==> config.mk <==
export PLATFORM = sky130hd
export DESIGN_NAME = svdb_csr_responder
export DESIGN_NICKNAME = d
export VERILOG_FILES = /design/src/rtl/svdb_csr_pkg.sv /design/src/rtl/svdb_csr_decode.sv /design/src/rtl/svdb_csr_responder.sv
export SDC_FILE = /design/constraint.sdc
export NUM_CORES = 1
export LEC_CHECK = 0
export BUFFER_PORTS_ARGS = -buffer_cell sky130_fd_sc_hd__buf_2
export CAP_MARGIN = 5
export CORE_ASPECT_RATIO = 0.9
export CORE_UTILIZATION = 52
export CTS_BUF_LIST = sky130_fd_sc_hd__clkbuf_16
export DETAILED_ROUTE_END_ITERATION = 10
export GPL_ROUTABILITY_DRIVEN = 1
export PLACE_DENSITY = 0.88
export SLEW_MARGIN = 10
export SYNTH_ARGS = -nofsm -noshare
export SYNTH_HDL_FRONTEND = slang
export SYNTH_SLANG_ARGS = --single-unit
export TNS_END_PERCENT = 1
==> constraint.sdc <==
create_clock -name clk -period 3.88 [get_ports clk]
set_input_delay 0 -clock clk [delete_from_list [all_inputs] [get_ports clk]]
set_output_delay 0 -clock clk [all_outputs]
set_load 0.01 [all_outputs]
==> src/rtl/svdb_csr_pkg.sv <==
// Shared types and register map for the SVDB CSR responder.
// The map table is the single source of offsets and access rights.
package svdb_csr_pkg;

    typedef enum logic [1:0] {ACC_RO, ACC_WO, ACC_RW} acc_e;

    typedef enum logic [1:0] {IDLE, WAIT, RESP} state_e;

    localparam logic [7:0] CTRL_OFS    = 8'h00;
    localparam logic [7:0] STATUS_OFS  = 8'h04;
    localparam logic [7:0] CMD_OFS     = 8'h08;
    localparam logic [7:0] SCRATCH_OFS = 8'h0C;

    localparam logic [1:0] IDX_CTRL    = 2'd0;
    localparam logic [1:0] IDX_STATUS  = 2'd1;
    localparam logic [1:0] IDX_CMD     = 2'd2;
    localparam logic [1:0] IDX_SCRATCH = 2'd3;

    typedef struct packed {
        logic [7:0]  offset;
        acc_e        acc;
        logic [31:0] reset;
    } reg_info_t;

    // Indexed by addr[3:2]; STATUS has no storage, so its reset field is unused.
    localparam reg_info_t REG_MAP [4] = '{
        '{offset: CTRL_OFS,    acc: ACC_RW, reset: 32'h0000_0000},
        '{offset: STATUS_OFS,  acc: ACC_RO, reset: 32'h0000_0000},
        '{offset: CMD_OFS,     acc: ACC_WO, reset: 32'h0000_0000},
        '{offset: SCRATCH_OFS, acc: ACC_RW, reset: 32'hDEAD_BEEF}
    };

    function automatic acc_e acc_of(input logic [1:0] idx);
        return REG_MAP[idx].acc;
    endfunction

endpackage

==> src/rtl/svdb_csr_decode.sv <==
// Combinational address decode: byte address + direction -> register index, hit, error.
// An error covers misalignment, out-of-map addresses and writes to read-only registers.
module svdb_csr_decode
    import svdb_csr_pkg::*;
#(
    parameter int ADDR_W = 8
) (
    input  logic [ADDR_W-1:0] i_addr,
    input  logic              i_write,
    output logic [1:0]        o_idx,
    output logic              o_hit,
    output logic              o_err
);

    logic w_aligned;
    logic w_in_range;
    acc_e w_acc;

    always_comb begin
        o_idx      = i_addr[3:2];
        w_aligned  = (i_addr[1:0] == 2'b00);
        w_in_range = (i_addr <= ADDR_W'(SCRATCH_OFS));
        o_hit      = w_aligned && w_in_range;
        w_acc      = acc_of(o_idx);
        o_err      = !o_hit || (i_write && (w_acc == ACC_RO));
    end

endmodule

==> src/rtl/svdb_csr_responder.sv <==
// Register-file responder: one request in flight, optional wait cycles, response held until taken.
// Writes and read sampling both happen on the accept edge; the response path only replays them.
module svdb_csr_responder
    import svdb_csr_pkg::*;
#(
    parameter int                ADDR_W      = 8,
    parameter int                DATA_W      = 32,
    parameter int                RD_LATENCY  = 1,
    parameter logic [DATA_W-1:0] SCRATCH_RST = DATA_W'(32'hDEADBEEF)
) (
    input  logic                clk,
    input  logic                rst,
    input  logic                req_valid,
    output logic                req_ready,
    input  logic                req_write,
    input  logic [ADDR_W-1:0]   req_addr,
    input  logic [DATA_W-1:0]   req_wdata,
    input  logic [DATA_W/8-1:0] req_wstrb,
    output logic                rsp_valid,
    input  logic                rsp_ready,
    output logic [DATA_W-1:0]   rsp_rdata,
    output logic                rsp_err,
    output logic [DATA_W-1:0]   ctrl_o,
    input  logic [DATA_W-1:0]   status_i,
    output logic                cmd_pulse_o,
    output logic [DATA_W-1:0]   cmd_data_o,
    output state_e              dbg_state_o
);

    // Handshake: a request transfers on a rising edge with req_valid && req_ready (IDLE only);
    // a response transfers on a rising edge with rsp_valid && rsp_ready and is held until then.

    localparam logic [2:0] LAT_LOAD = (RD_LATENCY > 0) ? 3'(RD_LATENCY - 1) : 3'd0;

    state_e            r_state;
    state_e            w_state_nxt;
    logic [2:0]        r_lat_cnt;
    logic [DATA_W-1:0] r_ctrl;
    logic [DATA_W-1:0] r_scratch;
    logic [DATA_W-1:0] r_cmd_data;
    logic              r_cmd_pulse;
    logic [DATA_W-1:0] r_rsp_rdata;
    logic              r_rsp_err;

    logic              w_accept;
    logic              w_wr_ok;
    logic [1:0]        w_idx;
    logic              w_hit;
    logic              w_err;
    logic [DATA_W-1:0] w_rd_data;

    function automatic logic [DATA_W-1:0] merge_bytes(
        input logic [DATA_W-1:0]   old_v,
        input logic [DATA_W-1:0]   new_v,
        input logic [DATA_W/8-1:0] strb
    );
        logic [DATA_W-1:0] res;
        res = old_v;
        for (int b = 0; b < DATA_W / 8; b++) begin
            if (strb[b]) res[8*b +: 8] = new_v[8*b +: 8];
        end
        return res;
    endfunction

    svdb_csr_decode #(.ADDR_W(ADDR_W)) u_decode (
        .i_addr  (req_addr),
        .i_write (req_write),
        .o_idx   (w_idx),
        .o_hit   (w_hit),
        .o_err   (w_err)
    );

    always_comb begin
        w_state_nxt = r_state;
        w_accept    = 1'b0;
        case (r_state)
            IDLE: begin
                if (req_valid) begin
                    w_accept    = 1'b1;
                    w_state_nxt = (RD_LATENCY > 0) ? WAIT : RESP;
                end
            end
            WAIT:    if (r_lat_cnt == 3'd0) w_state_nxt = RESP;
            RESP:    if (rsp_ready) w_state_nxt = IDLE;
            default: w_state_nxt = IDLE;
        endcase
    end

    // CMD is write-only and reads back as zero; errored accesses return zero too.
    always_comb begin
        w_wr_ok   = w_accept && req_write && w_hit && !w_err;
        w_rd_data = '0;
        if (!req_write && !w_err) begin
            case (w_idx)
                IDX_CTRL:    w_rd_data = r_ctrl;
                IDX_STATUS:  w_rd_data = status_i;
                IDX_SCRATCH: w_rd_data = r_scratch;
                default:     w_rd_data = '0;
            endcase
        end
    end

    always_ff @(posedge clk or posedge rst) begin
        if (rst) begin
            r_state     <= IDLE;
            r_lat_cnt   <= 3'd0;
            r_rsp_rdata <= '0;
            r_rsp_err   <= 1'b0;
        end else begin
            r_state <= w_state_nxt;
            if (w_accept) begin
                r_lat_cnt   <= LAT_LOAD;
                r_rsp_rdata <= w_rd_data;
                r_rsp_err   <= w_err;
            end else if (r_state == WAIT && r_lat_cnt != 3'd0) begin
                r_lat_cnt <= r_lat_cnt - 3'd1;
            end
        end
    end

    always_ff @(posedge clk or posedge rst) begin
        if (rst) begin
            r_ctrl      <= '0;
            r_scratch   <= SCRATCH_RST;
            r_cmd_data  <= '0;
            r_cmd_pulse <= 1'b0;
        end else begin
            r_cmd_pulse <= w_wr_ok && (w_idx == IDX_CMD);
            if (w_wr_ok) begin
                case (w_idx)
                    IDX_CTRL:    r_ctrl     <= merge_bytes(r_ctrl, req_wdata, req_wstrb);
                    IDX_CMD:     r_cmd_data <= merge_bytes(r_cmd_data, req_wdata, req_wstrb);
                    IDX_SCRATCH: r_scratch  <= merge_bytes(r_scratch, req_wdata, req_wstrb);
                    default:     ;
                endcase
            end
        end
    end

    assign req_ready   = (r_state == IDLE);
    assign rsp_valid   = (r_state == RESP);
    assign rsp_rdata   = r_rsp_rdata;
    assign rsp_err     = r_rsp_err;
    assign ctrl_o      = r_ctrl;
    assign cmd_pulse_o = r_cmd_pulse;
    assign cmd_data_o  = r_cmd_data;
    assign dbg_state_o = r_state;

endmodule
* Yosys cells after proc, flatten, opt, wreduce, memory -nomap -nowiden
Index checks and enable logic that the tools add are counted.
** Word-level totals
- Flip-flop bits (word level) :: 135
- Bits in latches :: 0
- Bits in writable memories :: 0
- ROM bits :: 0
- Bits of input ports :: 81
- Output and inout port bits :: 102
- Logic and storage cells :: 74
- Memories :: 0
** Cells by class
- Add/sub/neg operators :: 1
- $mul :: 0
- Divide/modulo/power cells :: 0
- Magnitude comparators :: 2
- Equality and inequality tests :: 8
- Shift-type cells :: 0
- Multiplexer cells :: 13
- Bitwise operators :: 1
- Reduce and logical (&&, ||, !) cells :: 32
** Operators with widths (number)
- 32-bit case mux with 3 select lines :: 1
- 42-bit binary-select mux with 2-bit select :: 1
- 34-bit two-way mux :: 2
- 3-bit AND reduction :: 13
- 32-bit two-way mux :: 1
- 8-bit by 4-bit <= comparator with 1-bit output, second input constant :: 1
- 1-bit logical AND :: 8
- 2-bit logical NOT :: 4
- 2-bit == test, second input constant :: 3
- 2-bit two-way mux :: 3
- 3-bit two-way mux :: 2
- 2-bit case mux with 3 select lines :: 1
- 2-bit by 1-bit == test with 1-bit output, second input constant :: 2
- 2-bit != test, second input constant :: 2
- 3-bit >= comparator, second input constant :: 1
- 1-bit logical NOT :: 3
- 3-bit logical NOT :: 1
- 2-bit inverter with 3-bit output :: 1
- 3-bit nonzero test :: 1
- 3-bit by 1-bit subtractor with 3-bit output, second input constant :: 1
- 1-bit two-way mux :: 2
- 2-bit by 1-bit != test with 1-bit output, second input constant :: 1
- 2-bit nonzero test :: 1
- 1-bit logical OR :: 1

* Longest topological paths before layout
- Word-level depth :: 10
- Depth in mapped cells :: 6
- Depth with buffers taken out :: 5

* Hierarchy
Synthesis repeated with hierarchy kept, for this count alone.
** Second synthesis, totals
- Cells, all modules :: 403
- Area, all modules :: 5997.0 um2
** Modules (own cells, without submodules)
- svdb_csr_responder :: times used 1, cells each 397, area each 5949.5 um2, sequential area each 3408.3 um2
- svdb_csr_decode :: times used 1, cells each 6, area each 47.5 um2, sequential area each 0.0 um2

* Least setup slack after synthesis
Ideal clock, no wire load.
- Path kind :: register to register
- Start point :: register r_state[0], in the netlist dbg_state_o[0]
- End point :: register r_scratch[14]
- Setup time :: 0.125 ns
- Data arrival time :: 1.997 ns
- Required time :: 3.755 ns
- Path slack :: 1.759 ns
- Cell stages (with the launch flop) :: 6
- Buffers on the path :: 2
- Clock period less this slack :: 2.121 ns
- Path through :: dfrtp_1 > or3b_2 > buf_4 > or4_4 > buf_6 > mux2_2
** Between the ends
- Word-level cells in the longest chain between the ends :: 6
** Ends and longest elaborated chain
- from (decl) :: RTL line svdb_csr_responder.sv:35 : state_e r_state;
- from (signal assigned) :: RTL line svdb_csr_responder.sv:110 : r_state <= w_state_nxt;
- 2-bit logical NOT :: RTL line svdb_csr_responder.sv:76 : case (r_state)
- 1-bit two-way mux :: RTL line svdb_csr_responder.sv:76
- 1-bit logical AND (3 in a row) :: RTL line svdb_csr_responder.sv:91 : w_wr_ok = w_accept && req_write && w_hit && !w_err;
- 3-bit AND reduction (no line)
- to (signal assigned) :: RTL line svdb_csr_responder.sv:133 : IDX_SCRATCH: r_scratch <= merge_bytes(r_scratch, req_wdata, req_wstrb);
- to (decl) :: RTL line svdb_csr_responder.sv:39 : logic [DATA_W-1:0] r_scratch;
No other way between the ends.
A chain may end at the register's enable or synchronous reset.

* Worst setup path in the final report
- Start point :: register r_state[0], in the netlist dbg_state_o[0]
- End point :: register r_cmd_data[24], in the netlist cmd_data_o[24]
** Between the ends
- Word-level cells in the longest chain between the ends :: 6
** Ends and longest elaborated chain
- 2-bit logical NOT :: RTL line svdb_csr_responder.sv:76
- 1-bit two-way mux :: RTL line svdb_csr_responder.sv:76
- 1-bit logical AND (3 in a row) :: RTL line svdb_csr_responder.sv:91
- 3-bit AND reduction (no line)
- to (signal assigned) :: RTL line svdb_csr_responder.sv:132 : IDX_CMD: r_cmd_data <= merge_bytes(r_cmd_data, req_wdata, req_wstrb);
- to (decl) :: RTL line svdb_csr_responder.sv:40 : logic [DATA_W-1:0] r_cmd_data;
No other way between the ends.

==> results.json <==
{
  "status": "completed",
  "seq_area_frac_synth_pct": 54.2,
  "root_buffer": "clkbuf_16",
  "power.density_nw_per_um2": 405,
  "rsz0062_at_grt": "no",
  "postLayoutSetupSlackWorst_ns": 1.51,
  "track_usage_pct": 26.9,
  "wirelength_um": 15900,
  "ys_warn_count": 0,
  "maxCapViolations": 0,
  "antenna_found_initial": 0,
  "critPathKind": "flop to flop",
  "fin_util_pct": 69.6,
  "drtPass1Iterations": 4,
  "min_from": "req_addr[6]",
  "grt_max_degree": 107,
  "dp_hpwl_um": 10300,
  "dpl_worst_slack_ns": 1.55,
  "drt_iter0_drc": 282,
  "leakagePower_nw": 4.13,
  "min_period_ns": 2.37,
  "cts_made_buffers": 17,
  "antenna_cells": 0,
  "cts-htree-levels": 4,
  "synth_edf_count": 0,
  "finalNetCount": 744,
  "cts_tree": "done",
  "io_pins": 183,
  "initial_core_util_pct": 54.1,
  "die_w_um": 118,
  "synth_flop_cell": "dfrtp_1",
  "synth.top_cells.by_area": "dfrtp_1 (44%), mux2_2 (23%), dfstp_2 (10%)",
  "io_buffers": 182,
  "clock_latency_ns": 0.41,
  "hold_path_class": "input pin to flop",
  "synth_top_area_cell": "dfrtp_1",
  "worst-slew-pin-transition_ns": 1.18,
  "fillCellCount": 867,
  "yosysMostFrequentCell": "mux2_2",
  "route.detailed.drc": 0,
  "cts.path.max_buffers": 2,
  "synth-seq-cells": 135,
  "required_ns": 4.17,
  "tns_ns": 0,
  "postCtsHoldBufs": 37,
  "drtAntennaViolNets": 0,
  "finalSetupViolCount": 0,
  "drive_gt1_share_pct": 59.5,
  "syn_area_um2": 6280,
  "die_area_um2": 12500,
  "grt_pass1_vias": 5073,
  "synth_top_area_share_pct": 44.2,
  "yosys-top-cells-count": "mux2_2 (128), dfrtp_1 (111), nand2_1 (33)",
  "worst_setup_path_end_kind": "flop",
  "post_drt_via_cell_ratio": 5.69,
  "syn-num-nets": 536,
  "async_flop_share_pct": 100,
  "place.gp.congestion": 0.785,
  "slew_headroom_pct": 21.1,
  "worstPathArrival_ns": 2.66,
  "syn2layout_area_growth_pct": 28.7,
  "vias": 4719,
  "fin_crit_sh_pct": 61.0,
  "avgRoutedWirePerCell_um": 19.2,
  "max_freq_mhz": 422,
  "clock_sinks": 135,
  "core-area_um2": 11600,
  "synth_area_per_cell_um2": 13.9,
  "skew_ns": 0.00746,
  "cts_resized": 0,
  "post_cts_buffers": 0,
  "ys_types": 33,
  "hold_violations": 0,
  "grt_pass1_wl_um": 25800,
  "cp-start-kind": "flop",
  "synthCells": 453,
  "r2r_start": "dbg_state_o[0]",
  "ir_drop_mv": 0.306,
  "critPathLaunch": "dbg_state_o[0]",
  "clk_pin_slew_ns": 0.06,
  "cp_max_fo": 44,
  "die_h_um": 106,
  "slew_viol_final": 0,
  "num_rows": 37,
  "grt.overflow.total": 0
}
## metrics by stage
stage	hold WS [ns]	cells	area (µm²)	power, mW
after floorplan	0.150	453	6280	1.78
after global placement	0.260	761	7230	1.92
after detailed placement	0.265	761	7230	1.95
after CTS	0.00977	830	8090	3.30
after global routing	0.0288	830	8090	3.43
final	0.0322	830	8090	3.28
## area by class of cell
cell class	count	area (µm²)	share of cell area (%)
clock inverter	15	60.1	0.743
tap	156	195	2.41
multi-input combinational	280	2670	33.0
sequential	135	3410	42.1
inverter	5	23.8	0.294
clock buffer	17	425	5.26
timing repair buffer	222	1300	16.1
## layer usage
layer | global-route usage, % | vias up | part of all wire (%)
met1 | 33.5 | 2420 | 43
met2 | 45.8 | 168 | 50
li1 | - | 2104 | -
met4 | 9.16 | 0 | 1.5
met3 | 6.71 | 27 | 5.6
met5 | 0 | - | 0
## path summary, 6_finish.rpt
| kind | to | slack, ns | depth (start not counted) |
|---|---|---|---|
| min in group asynchronous | cmd_data_o[20] | 0.35 | 3 |
| min reg2reg | rsp_rdata[2] | 0.48 | 2 |
| max in group asynchronous | r_scratch[30] | 2.52 | 4 |
| max | cmd_data_o[24] | 1.51 | 3 |
| min | rsp_err | 0.03 | 3 |
| max reg2reg | cmd_data_o[24] | 1.51 | 3 |
## report_power, final
group | internal (mW) | switching (mW)
clock | 0.781 | 0.543
combinational | 0.168 | 0.303
sequential | 1.45 | 0.0320
## cells in the final DEF (no fill, tap or decap), types with 6 or more instances in the layout
cell,instances
dfrtp_1,111
clkinv_1,6
buf_2,182
dlygate4sd3_1,37
a22oi_1,32
dfstp_2,24
inv_1,10
nand4_1,8
nand2_1,33
o31ai_2,30
clkbuf_16,17
mux2_2,128
or4_4,6
## cells by family after synthesis
logic type | after synthesis | share of synthesized area, %
buf+inv | 38 | 3.42
compound gates | 73 | 10.9
simple gates | 77 | 8.12
fa+ha+maj | 2 | 0.398
mux | 128 | 22.9
flops | 135 | 54.2
## worst max-delay path, cell delays in order (launching register included)
cell     delay, ns
dfrtp_1       0.45
or3b_4        0.68
nor4_4        0.68
mux2_2        0.41
## registers in the layout, summed over array words and instances, names as in the netlist
name / flops
r_scratch: 32
rsp_err: 1
rsp_rdata: 32
ctrl_o: 32
cmd_data_o: 32
cmd_pulse_o: 1
r_lat_cnt: 3
dbg_state_o: 2
(Power assumes the default switching activity.)
